**src/rtl/lrsc_event_tracker.sv**
```systemverilog
// lrsc_event_tracker
//   Tracks a single load-reserved / store-conditional reservation for one
//   hart. It reports each SC outcome to the core and to difftest one cycle
//   after the SC commits, and keeps a saturating count of failed SCs.
//
//   A reservation covers one granule (2**GRANULE_BITS bytes). It is dropped by:
//   any SC, a flush, a probe/eviction to the reserved granule, or expiry of
//   the life counter.
//
// Ports
//   clock, reset             sole clock, synchronous active-high reset
//   io_hartid                core id, captured with each SC
//   io_lr_valid/io_lr_addr   LR commit and its physical address
//   io_sc_valid/io_sc_addr   SC commit and its physical address
//   io_probe_valid/_addr     coherence probe or eviction hitting the L1
//   io_flush                 pipeline redirect/exception, kills reservation
//   io_sc_resp_valid/_success  SC result to the core (cycle after the SC)
//   io_diff_enable/_valid/_success/_coreid  difftest SC event
//   io_sc_fail_cnt           saturating failed-SC counter
//
// state    | meaning
// ---------+--------------------------------------------------------------
// IDLE     | no reservation held; any SC fails
// RESERVED | res_addr holds a live reservation, life counter is running

module lrsc_event_tracker #(
    parameter int PADDR_WIDTH  = 36,
    parameter int GRANULE_BITS = 6,
    parameter int LRSC_TIMEOUT = 100
) (
    input  logic                   clock,
    input  logic                   reset,
    input  logic [7:0]             io_hartid,
    input  logic                   io_lr_valid,
    input  logic [PADDR_WIDTH-1:0] io_lr_addr,
    input  logic                   io_sc_valid,
    input  logic [PADDR_WIDTH-1:0] io_sc_addr,
    input  logic                   io_probe_valid,
    input  logic [PADDR_WIDTH-1:0] io_probe_addr,
    input  logic                   io_flush,
    output logic                   io_sc_resp_valid,
    output logic                   io_sc_resp_success,
    output logic                   io_diff_enable,
    output logic                   io_diff_valid,
    output logic                   io_diff_success,
    output logic [7:0]             io_diff_coreid,
    output logic [15:0]            io_sc_fail_cnt
);

    localparam int GW     = PADDR_WIDTH - GRANULE_BITS;
    localparam int LIFE_W = (LRSC_TIMEOUT > 2) ? $clog2(LRSC_TIMEOUT) : 1;
    localparam logic [LIFE_W-1:0] LIFE_LAST = LIFE_W'(LRSC_TIMEOUT - 1);

    typedef enum logic [0:0] {
        IDLE     = 1'b0,
        RESERVED = 1'b1
    } state_t;

    state_t              state_q, state_nxt;
    logic [GW-1:0]       res_addr_q, res_addr_nxt;
    logic [LIFE_W-1:0]   life_q, life_nxt;

    logic [GW-1:0]       lr_gran, sc_gran, probe_gran;
    logic                reserved;
    logic                probe_hit;
    logic                sc_ok;

    logic                resp_valid_q;
    logic                resp_success_q;
    logic [7:0]          coreid_q;
    logic [15:0]         fail_cnt_q;

    // Offset-within-granule bits never take part in matching.
    logic                unused_low_bits;
    assign unused_low_bits = ^{io_lr_addr[GRANULE_BITS-1:0],
                               io_sc_addr[GRANULE_BITS-1:0],
                               io_probe_addr[GRANULE_BITS-1:0]};

    assign lr_gran    = io_lr_addr[PADDR_WIDTH-1:GRANULE_BITS];
    assign sc_gran    = io_sc_addr[PADDR_WIDTH-1:GRANULE_BITS];
    assign probe_gran = io_probe_addr[PADDR_WIDTH-1:GRANULE_BITS];

    assign reserved  = (state_q == RESERVED);
    assign probe_hit = reserved && io_probe_valid && (probe_gran == res_addr_q);

    // A same-cycle matching probe or flush wins the race against the SC.
    assign sc_ok = io_sc_valid && reserved && (sc_gran == res_addr_q)
                   && !probe_hit && !io_flush;

    always_ff @(posedge clock) begin
        if (reset) begin
            state_q    <= IDLE;
            res_addr_q <= '0;
            life_q     <= '0;
        end else begin
            state_q    <= state_nxt;
            res_addr_q <= res_addr_nxt;
            life_q     <= life_nxt;
        end
    end

    // Event priority: flush > SC > probe > LR > timeout.
    always_comb begin
        state_nxt    = state_q;
        res_addr_nxt = res_addr_q;
        life_nxt     = life_q;

        if (io_flush || io_sc_valid || probe_hit) begin
            state_nxt = IDLE;
        end else if (io_lr_valid) begin
            state_nxt    = RESERVED;
            res_addr_nxt = lr_gran;
            life_nxt     = '0;
        end else if (reserved) begin
            if (life_q == LIFE_LAST) begin
                state_nxt = IDLE;
            end else begin
                life_nxt = life_q + 1'b1;
            end
        end
    end

    always_ff @(posedge clock) begin
        if (reset) begin
            resp_valid_q   <= 1'b0;
            resp_success_q <= 1'b0;
            coreid_q       <= '0;
            fail_cnt_q     <= '0;
        end else begin
            resp_valid_q   <= io_sc_valid;
            resp_success_q <= sc_ok;
            if (io_sc_valid) begin
                coreid_q <= io_hartid;
            end
            if (io_sc_valid && !sc_ok && (fail_cnt_q != 16'hFFFF)) begin
                fail_cnt_q <= fail_cnt_q + 16'd1;
            end
        end
    end

    assign io_sc_resp_valid   = resp_valid_q;
    assign io_sc_resp_success = resp_success_q;
    assign io_diff_enable     = resp_valid_q;
    assign io_diff_valid      = resp_valid_q;
    assign io_diff_success    = resp_success_q;
    assign io_diff_coreid     = coreid_q;
    assign io_sc_fail_cnt     = fail_cnt_q;

endmodule

```
**config.mk**
```make
export PLATFORM = sky130hd
export DESIGN_NAME = lrsc_event_tracker
export DESIGN_NICKNAME = d
export VERILOG_FILES = /design/src/rtl/lrsc_event_tracker.sv
export SDC_FILE = /design/constraint.sdc
export NUM_CORES = 1
export LEC_CHECK = 0
export ABC_AREA = 1
export CELL_PAD_IN_SITES_DETAIL_PLACEMENT = 1
export CELL_PAD_IN_SITES_GLOBAL_PLACEMENT = 2
export CORE_ASPECT_RATIO = 1.5
export CORE_MARGIN = 2
export CORE_UTILIZATION = 23
export DETAILED_ROUTE_END_ITERATION = 16
export PLACE_DENSITY_LB_ADDON = 0.1
export SLEW_MARGIN = 20
export SYNTH_ARGS = -nofsm -noshare
export SYNTH_HDL_FRONTEND = slang
export SYNTH_SLANG_ARGS = --single-unit
```
**constraint.sdc**
```tcl
create_clock -name clock -period 2.4 [get_ports clock]
set_input_delay 0.24 -clock clock [delete_from_list [all_inputs] [get_ports clock]]
set_output_delay 0.24 -clock clock [all_outputs]
set_load 0.005 [all_outputs]
```
# Yosys cells after proc, flatten, opt, wreduce, memory -nomap -nowiden
# Cells that the tools add are included.
# Widths: inputs -> output; s select.
[word_totals] reg_bits=64 inputBits=122 output_inout_bits=29 wordCells=38
[op_classes] n_addsub=2 n_eq_ne=5 muxes=6 bitwise=1 n_reduce_logical=17
[ops] cell="$eq 30x30->1" count=2
[ops] cell="$mux 7" count=3
[ops] cell="$add 16x1->16 const B" count=1
[ops] cell="$ne 16x16->1 const B" count=1
[ops] cell="$logic_and 1x1->1" count=8
[ops] cell="$add 7x1->7 const B" count=1
[ops] cell="$eq 7x7->1 const B" count=1
[ops] cell="$logic_not 1->1" count=3
[ops] cell="$mux 1" count=3
[ops] cell="$reduce_and 3->1" count=1
[ops] cell="$logic_or 1x1->1" count=2
[ops] cell="$ne 2x2->1 const B" count=1
[ops] cell="$reduce_and 2->1" count=1
[ops] cell="$reduce_bool 2->1" count=1
[ops] cell="$reduce_or 2->1" count=1
[ops] cell="$not 1->1" count=1

# Depth between registers and ports, before layout
# Gate-level depths: netlist of run 1.
[depth] word_depth=8 ltp_mapped=15 mapped_depth_nobuf=14

# Least setup slack after synthesis of run 1
# OpenSTA, ideal clock, no wires.
[synth_timing] kind="flip-flop to flip-flop" start="register fail_cnt_q[0] (netlist: io_sc_fail_cnt[0])" end="register fail_cnt_q[7] (netlist: io_sc_fail_cnt[7])" setup_ns=0.110 t_arrival_ns=1.517 required_ns=2.290 slack_ns=0.773 path_stages_with_launch=14 path_buffers=1 synth_period_minus_slack_ns=1.627 path_cell_list="dfxtp_1 -> ha_1 -> nand2_1 -> nor2_1 -> nand2_2 -> nor2_2 -> nand3_1 -> buf_4 -> nand2_1 -> inv_1 -> nand3_1 -> nand2_1 -> inv_1 -> nor2_1"
[synth_between] elab_chain_cells=2 elab_cells_between_ends=3 classes_between="add/sub: 1; eq/ne: 1; reduce/logical: 1"
[synth_lines] item="start: declaration" line="71" rtl="logic [15:0] fail_cnt_q;"
[synth_lines] item="start signal: assignment" line="136" rtl="fail_cnt_q <= fail_cnt_q + 16'd1;"
[synth_lines] item="parallel branches: the longest is 2 deep, another holds $add 16x1->16"
# Several ways; the timed one is not identified.
# A chain may end at the register's enable or synchronous reset.

# Worst setup path after layout of run 1
[layout_timing] start="register fail_cnt_q[0] (netlist: io_sc_fail_cnt[0])" end="register fail_cnt_q[6] (netlist: io_sc_fail_cnt[6])"
# The elaborated chain is that of the path after synthesis.

==> flow_metrics.tcl, run 1 <==
set metrics [dict create \
    pwr-share-clk_pct 45.1 \
    p_int_mw 2.208 \
    area_growth_pct 43.47 \
    core_area_mm2 0.01802 \
    crit_fanout 12 \
    wl_met1_um 6425 \
    met3_length_um 654 \
    htree_levels 3 \
    dr_wl_met2_um 8627 \
    hold_viol 0 \
    clk_latency_ns 0.35 \
    synth-simple-area-share_pct 48.35 \
    cp-end-kind "flop" \
    ys_seq_area_share_pct 30.10 \
    io_pins 151 \
    skew_ns 0.006482 \
    die_x_um 115.1 \
    antenna_found_initial 1 \
    period_share_pct 82.81 \
    grt_setup_unrepaired "no" \
    seqPwrFrac_pct 37.1 \
    synth_most_common_cell "nand2_1" \
    p_comb_share_pct 17.8 \
    grt_max_degree 45 \
    r2r_end "io_sc_fail_cnt[6]$_SDFFE_PP0P_" \
    drt_iter0_drc 124 \
    yosys.area_share.adder_pct 0.5879 \
    grtUsageTotal_pct 16.73 \
    finalSetupViolCount 0 \
    dpl.hpwl_um 12520 \
    period_needed_ns 1.988 \
    synthMuxAreaShare_pct 0 \
    dp_slack_ns 0.08940 \
    post-cts-setup-buffers 0 \
    via_count 4900 \
    clk_pin_slew_ns 0.06 \
    portBuffers 132 \
    tightest_slew_ns 0.5777 \
    syn_inst 776 \
    total_power_mw 3.079 \
    drive_gt1_share_pct 5.396 \
    dieHeight_um 170.6 \
    startpoint "io_sc_fail_cnt[0]$_SDFFE_PP0P_" \
    status "finished clean" \
    nNetsFinal 1027 \
    ctsResizeCount 0 \
    worst_setup_path_start_kind "flop" \
    avgViaCountPerCell 4.352 \
    synth_top_cell_area_share_pct 30.10 \
    ir_worst_vdd_mv 0.3135 \
    clk_path_buf_depth 2 \
    cp.required_ns 2.65 \
    finalSetupTns_ns 0 \
    drt-total-wl_um 16110 \
    synthTopCellsByArea "dfxtp_1 (30%), nand2_1 (26%), nor2_1 (13%)" \
    grt_pass1_vias 5146 \
    drc_errors 0 \
    reg2reg_depth 13 \
    synth_xor_area_share_pct 2.675 \
    grt_first_pass_wirelength_um 25500 \
    cts_made_buffers 9 \
    ys_warn_count 0 \
    dieArea_mm2 0.01963 \
    cp.arrival_ns 2.24 \
    r2r_start "io_sc_fail_cnt[0]$_SDFFE_PP0P_" \
    drtAntennaViolNets 0 \
    cts_hold_buf 0 \
    clock_sinks 64 \
    ys_types 25 \
    hold_class "in2reg" \
    relSlewSlack_pct 61.35 \
    synth_seq_cells 64 \
    syn_area_per_cell_um2 5.485 \
    power_leakage_nw 3.112 \
    yosys.area.top_type "dfxtp_1" \
    crit_path_end "io_sc_fail_cnt[6]$_SDFFE_PP0P_" \
    drtPass1Iterations 5 \
    syn_area_mm2 0.004257 \
    start_util_pct 23.62 \
    synth_compound_area_share_pct 2.116 \
    p_sw_mw 0.8706 \
    cts_root_buf "clkbuf_16" \
    cts_tree "yes" \
    power_density_mw_per_mm2 504.2 \
    routed.top_layer "met4" \
    fmax_ghz 0.5031 \
    maxSlewViolCount 0 \
    synth-main-ff-cell "dfxtp_1" \
    wl_per_cell_um 14.30 \
    synth_top_family_by_area "simple AND/OR/NAND/NOR gates" \
    worst_slack_ns 0.4125 \
    overflow 0 \
    switching_share_pct 28.28 \
    whs_ns 0.4731 \
    drv_cap 0 \
    worstSetupPathType "reg2reg" \
    placementRows 60 \
    syn_nets 900 \
    place_congestion 0.7844 \
    synthTopCellsByCount "nand2_1 (298), nor2_1 (142), inv_1 (130)" \
    synth-edff-count 0 \
    synthArstFlopShare_pct 0 \
    r2r_slack_ns 0.41 \
]
==> state kept, by name (all words and copies together), names as in the netlist <==
signal,count
io_sc_fail_cnt,16
io_diff_coreid,8
res_addr_q,30
io_diff_success,1
life_q,7
reserved,1
io_diff_enable,1
==> layout by cell type, fill, tap and decap left out, types with 6 or more instances in the layout <==
| cell type | instances |
|---|---|
| nor2_1 | 142 |
| nor3_1 | 6 |
| inv_1 | 130 |
| o21ai_0 | 10 |
| dfxtp_1 | 64 |
| nand3_1 | 26 |
| nand2_1 | 298 |
| buf_4 | 6 |
| nand4_1 | 25 |
| xnor2_1 | 9 |
| a21oi_1 | 8 |
| clkdlybuf4s50_1 | 132 |
| clkbuf_16 | 9 |
| inv_2 | 16 |
==> kinds of logic (layout without fill, tap and decap cells) <==
kind of cell | Yosys count | in the layout
buf+inv | 172 | 304
flops | 64 | 64
compound gates | 18 | 18
simple gates | 507 | 507
xor+xnor | 13 | 13
fa+ha+maj | 2 | 2
other cells | 0 | 1
==> layout make-up <==
cell class	count	area (µm²)
fill	2337	11910
multi-input combinational	540	2287
timing repair buffer	140	1406
sequential	64	1281
inverter	148	555.5
tap	217	271.5
clock buffer	9	225.2
clock inverter	7	77.57
antenna	1	2.502
==> worst max-delay path, cell delays in order (launching register included) <==
cell	delay [ns]
dfxtp_1	0.41
ha_1	0.22
nand2_1	0.08
nor2_1	0.23
nand2_2	0.13
nor2_2	0.13
nand3_1	0.09
buf_4	0.21
inv_1	0.09
nor2_1	0.07
nand3_1	0.09
nand2_1	0.06
inv_1	0.05
nor2_1	0.04
==> layer usage <==
metal / global-route usage, % / vias to the layer above
li1: - / 2530
met5: 0 / -
met3: 3.578 / 17
met1: 18.19 / 2269
met2: 31.30 / 84
met4: 6.076 / 0
==> metrics by stage <==
stage	util, %	instances	area [µm²]
after detailed placement	32.20	1109	5802
final	33.90	1126	6107
after global placement	32.20	1109	5802
after floorplan	-	776	4257
after CTS	33.88	1125	6105
after global routing	33.90	1126	6107
==> power groups by stage <==
stage | combinational [mW] | clock, mW | sequential [mW]
after floorplan | 0.251 | 0 | 1.16
after global placement | 0.547 | 0 | 1.16
after detailed placement | 0.561 | 0 | 1.17
after CTS | 0.565 | 1.44 | 1.14
after global routing | 0.624 | 1.47 | 1.15
final | 0.549 | 1.39 | 1.14
==> how the worst min path moves through the flow <==
stage / start / endpoint / slack, ns / depth (start not counted)
6_report: io_lr_addr[22] / res_addr_q[16]$_SDFFE_PP0P_ / 0.47 / 3
5_1_grt: io_lr_addr[22] / res_addr_q[16]$_SDFFE_PP0P_ / 0.50 / 3
4_1_cts: io_lr_addr[22] / res_addr_q[16]$_SDFFE_PP0P_ / 0.47 / 3
3_5_place_dp: life_q[1]$_SDFFE_PP0P_ / life_q[1]$_SDFFE_PP0P_ / 0.49 / 2
3_3_place_gp: life_q[4]$_SDFFE_PP0P_ / life_q[4]$_SDFFE_PP0P_ / 0.47 / 2
2_1_floorplan: io_hartid[1] / io_diff_coreid[1]$_SDFFE_PP0P_ / 0.37 / 2
(Power assumes the default switching activity.)
==> run 2, diff against run 1 <==
Settings changed: CORE_UTILIZATION 23 to 20.
Clock period 2.4 ns to 1.8 ns, I/O delays scaled along.
==> flow_metrics.tcl, run 2 (same netlist as run 1, synthesis figures left out) <==
set metrics [dict create \
    status "finished with violations" \
    violations "negative setup slack" \
    layout_common_cells "nand2_1 (270), clkdlybuf4s50_1 (132), inv_1 (124), nor2_1 (99), buf_4 (68)" \
    place_congestion 0.7997 \
    grt_pass1_vias 5703 \
    drv_cap 0 \
    cts_tree "yes" \
    antenna_found_initial 0 \
    largest_reg_flops 30 \
    grt_max_degree 40 \
    crit_fanout 5 \
    diodes 0 \
    portBuffers 132 \
    grt_first_pass_wirelength_um 28410 \
    avgViaCountPerCell 4.168 \
    stdcell_count 1260 \
    drt-total-wl_um 18390 \
    placementRows 65 \
    clk_latency_ns 0.35 \
    cp.arrival_ns 2.14 \
    cp.required_ns 2.08 \
    drt_iter0_drc 116 \
    slowest_stage "dfxtp_2" \
    cts_made_buffers 9 \
    seqCellArea_mm2 0.001311 \
    area_growth_pct 74.40 \
    start_util_pct 20.29 \
    skew_ns 0.008115 \
    final.fill_count 2653 \
    relSlewSlack_pct 71.49 \
    clock_sinks 64 \
    worst_slack_ns -0.06153 \
    worst_setup_path_start_kind "flop" \
    maxSlewViolCount 0 \
    via_count 5252 \
    drive_gt1_share_pct 24.70 \
    grt_setup_unrepaired "yes" \
    period_needed_ns 1.862 \
    clk_pin_slew_ns 0.06 \
    core_area_mm2 0.02098 \
    drtAntennaViolNets 0 \
    dieArea_mm2 0.02249 \
    tightest_slew_ns 0.4277 \
    dpl.hpwl_um 13450 \
    grtUsageTotal_pct 16.55 \
    nNetsFinal 1111 \
    power_leakage_nw 3.666 \
    crit_top_cell "nand2_1" \
    wl_per_cell_um 14.60 \
    cts_root_buf "clkbuf_16" \
    drc_errors 0 \
    final_common_cell "nand2_1" \
    period_share_pct 103.4 \
    finalSetupViolCount 23 \
    fmax_ghz 0.5372 \
    cp-end-kind "flop" \
    dieHeight_um 182.7 \
    htree_levels 3 \
    multi_input_area_mm2 0.002655 \
    die_x_um 123.1 \
    hold_class "in2reg" \
    critPathBufInv 4 \
    drtPass1Iterations 4 \
    whs_ns 0.4198 \
    path_delay_family "simple AND/OR/NAND/NOR gates" \
    io_pins 151 \
    max_stage_delay_ns 0.33 \
    clk_path_buf_depth 2 \
    overflow 0 \
    hold_viol 0 \
    power_density_mw_per_mm2 616.6 \
    dp_cells 1226 \
    post-route-util_pct 35.38 \
    crit_chain "buf_4 -> nand2_1 -> nand2_1 -> inv_1 -> nand2_1 -> nor2_2 -> nand2_4 -> nor2_4 -> nand2_4 -> nand3_4 -> buf_12 -> buf_16 -> nor2_4 -> nor2_2" \
    ir_worst_vdd_mv 0.4673 \
    worstSetupPathType "reg2reg" \
    top_register "res_addr_q" \
]
## run 2: what timing repair did
item / CTS / global route
cloned: 4 / 3
resized for setup: 52 / 99
pin swaps: 22 / 61
endpoints found under the setup margin: 54 / 53
setup buffers: 10 / 5
hold buffers: 0 / 0
## run 2: area by class of cell
type                            instances  share of cell area, %
Multi-Input combinational cell        541                  35.77
Timing Repair Buffer                  223                  29.92
Sequential cell                        64                  17.66
Inverter                              148                  7.484
Tap cell                              268                  4.517
Clock buffer                            9                  3.034
Clock inverter                          7                  1.618
## run 2: through the flow
stage          total power, mW  instance area [µm²]  TNS [ns]  worst slack [ns]
6_report                 4.577                 7423   -0.7452          -0.06153
5_1_grt                  4.825                 7423    -5.302           -0.1546
4_1_cts                  4.613                 7067  -0.07437          -0.02228
3_5_place_dp             2.393                 6411    -19.59           -0.4700
3_3_place_gp             2.376                 6411    -18.22           -0.4076
2_1_floorplan            1.880                 4257         0            0.1732
## run 2: worst paths after layout
path,to,cells past startpoint,slack (ns),from
min,res_addr_q[21]$_SDFFE_PP0P_,3,0.42,io_lr_addr[27]
max,res_addr_q[7]$_SDFFE_PP0P_,14,-0.06,res_addr_q[10]$_SDFFE_PP0P_
min reg2reg,life_q[4]$_SDFFE_PP0P_,2,0.49,life_q[4]$_SDFFE_PP0P_
max reg2reg,res_addr_q[7]$_SDFFE_PP0P_,14,-0.06,res_addr_q[10]$_SDFFE_PP0P_
## run 2: report_power, final
group          switching (mW)  total [mW]  internal (mW)
registers              0.0439        1.52           1.48
logic                   0.440       0.951          0.511
clock network           0.746        2.10           1.36
total                    1.23        4.58           3.35
## run 2: worst register-to-register path: cells and delay by family, from the launching register on
family / cells / cell delay [ns]
buf+inv: 4 / 0.50
flops: 1 / 0.33
simple gates: 10 / 0.96
## run 2: layer usage
metal / GRT usage [%] / up-vias / wire length, µm
met5: 0 / - / 0
li1: - / 2708 / -
met4: 4.818 / 0 / 244
met1: 17.56 / 2440 / 7024
met3: 4.031 / 16 / 1000
met2: 31.51 / 88 / 10120
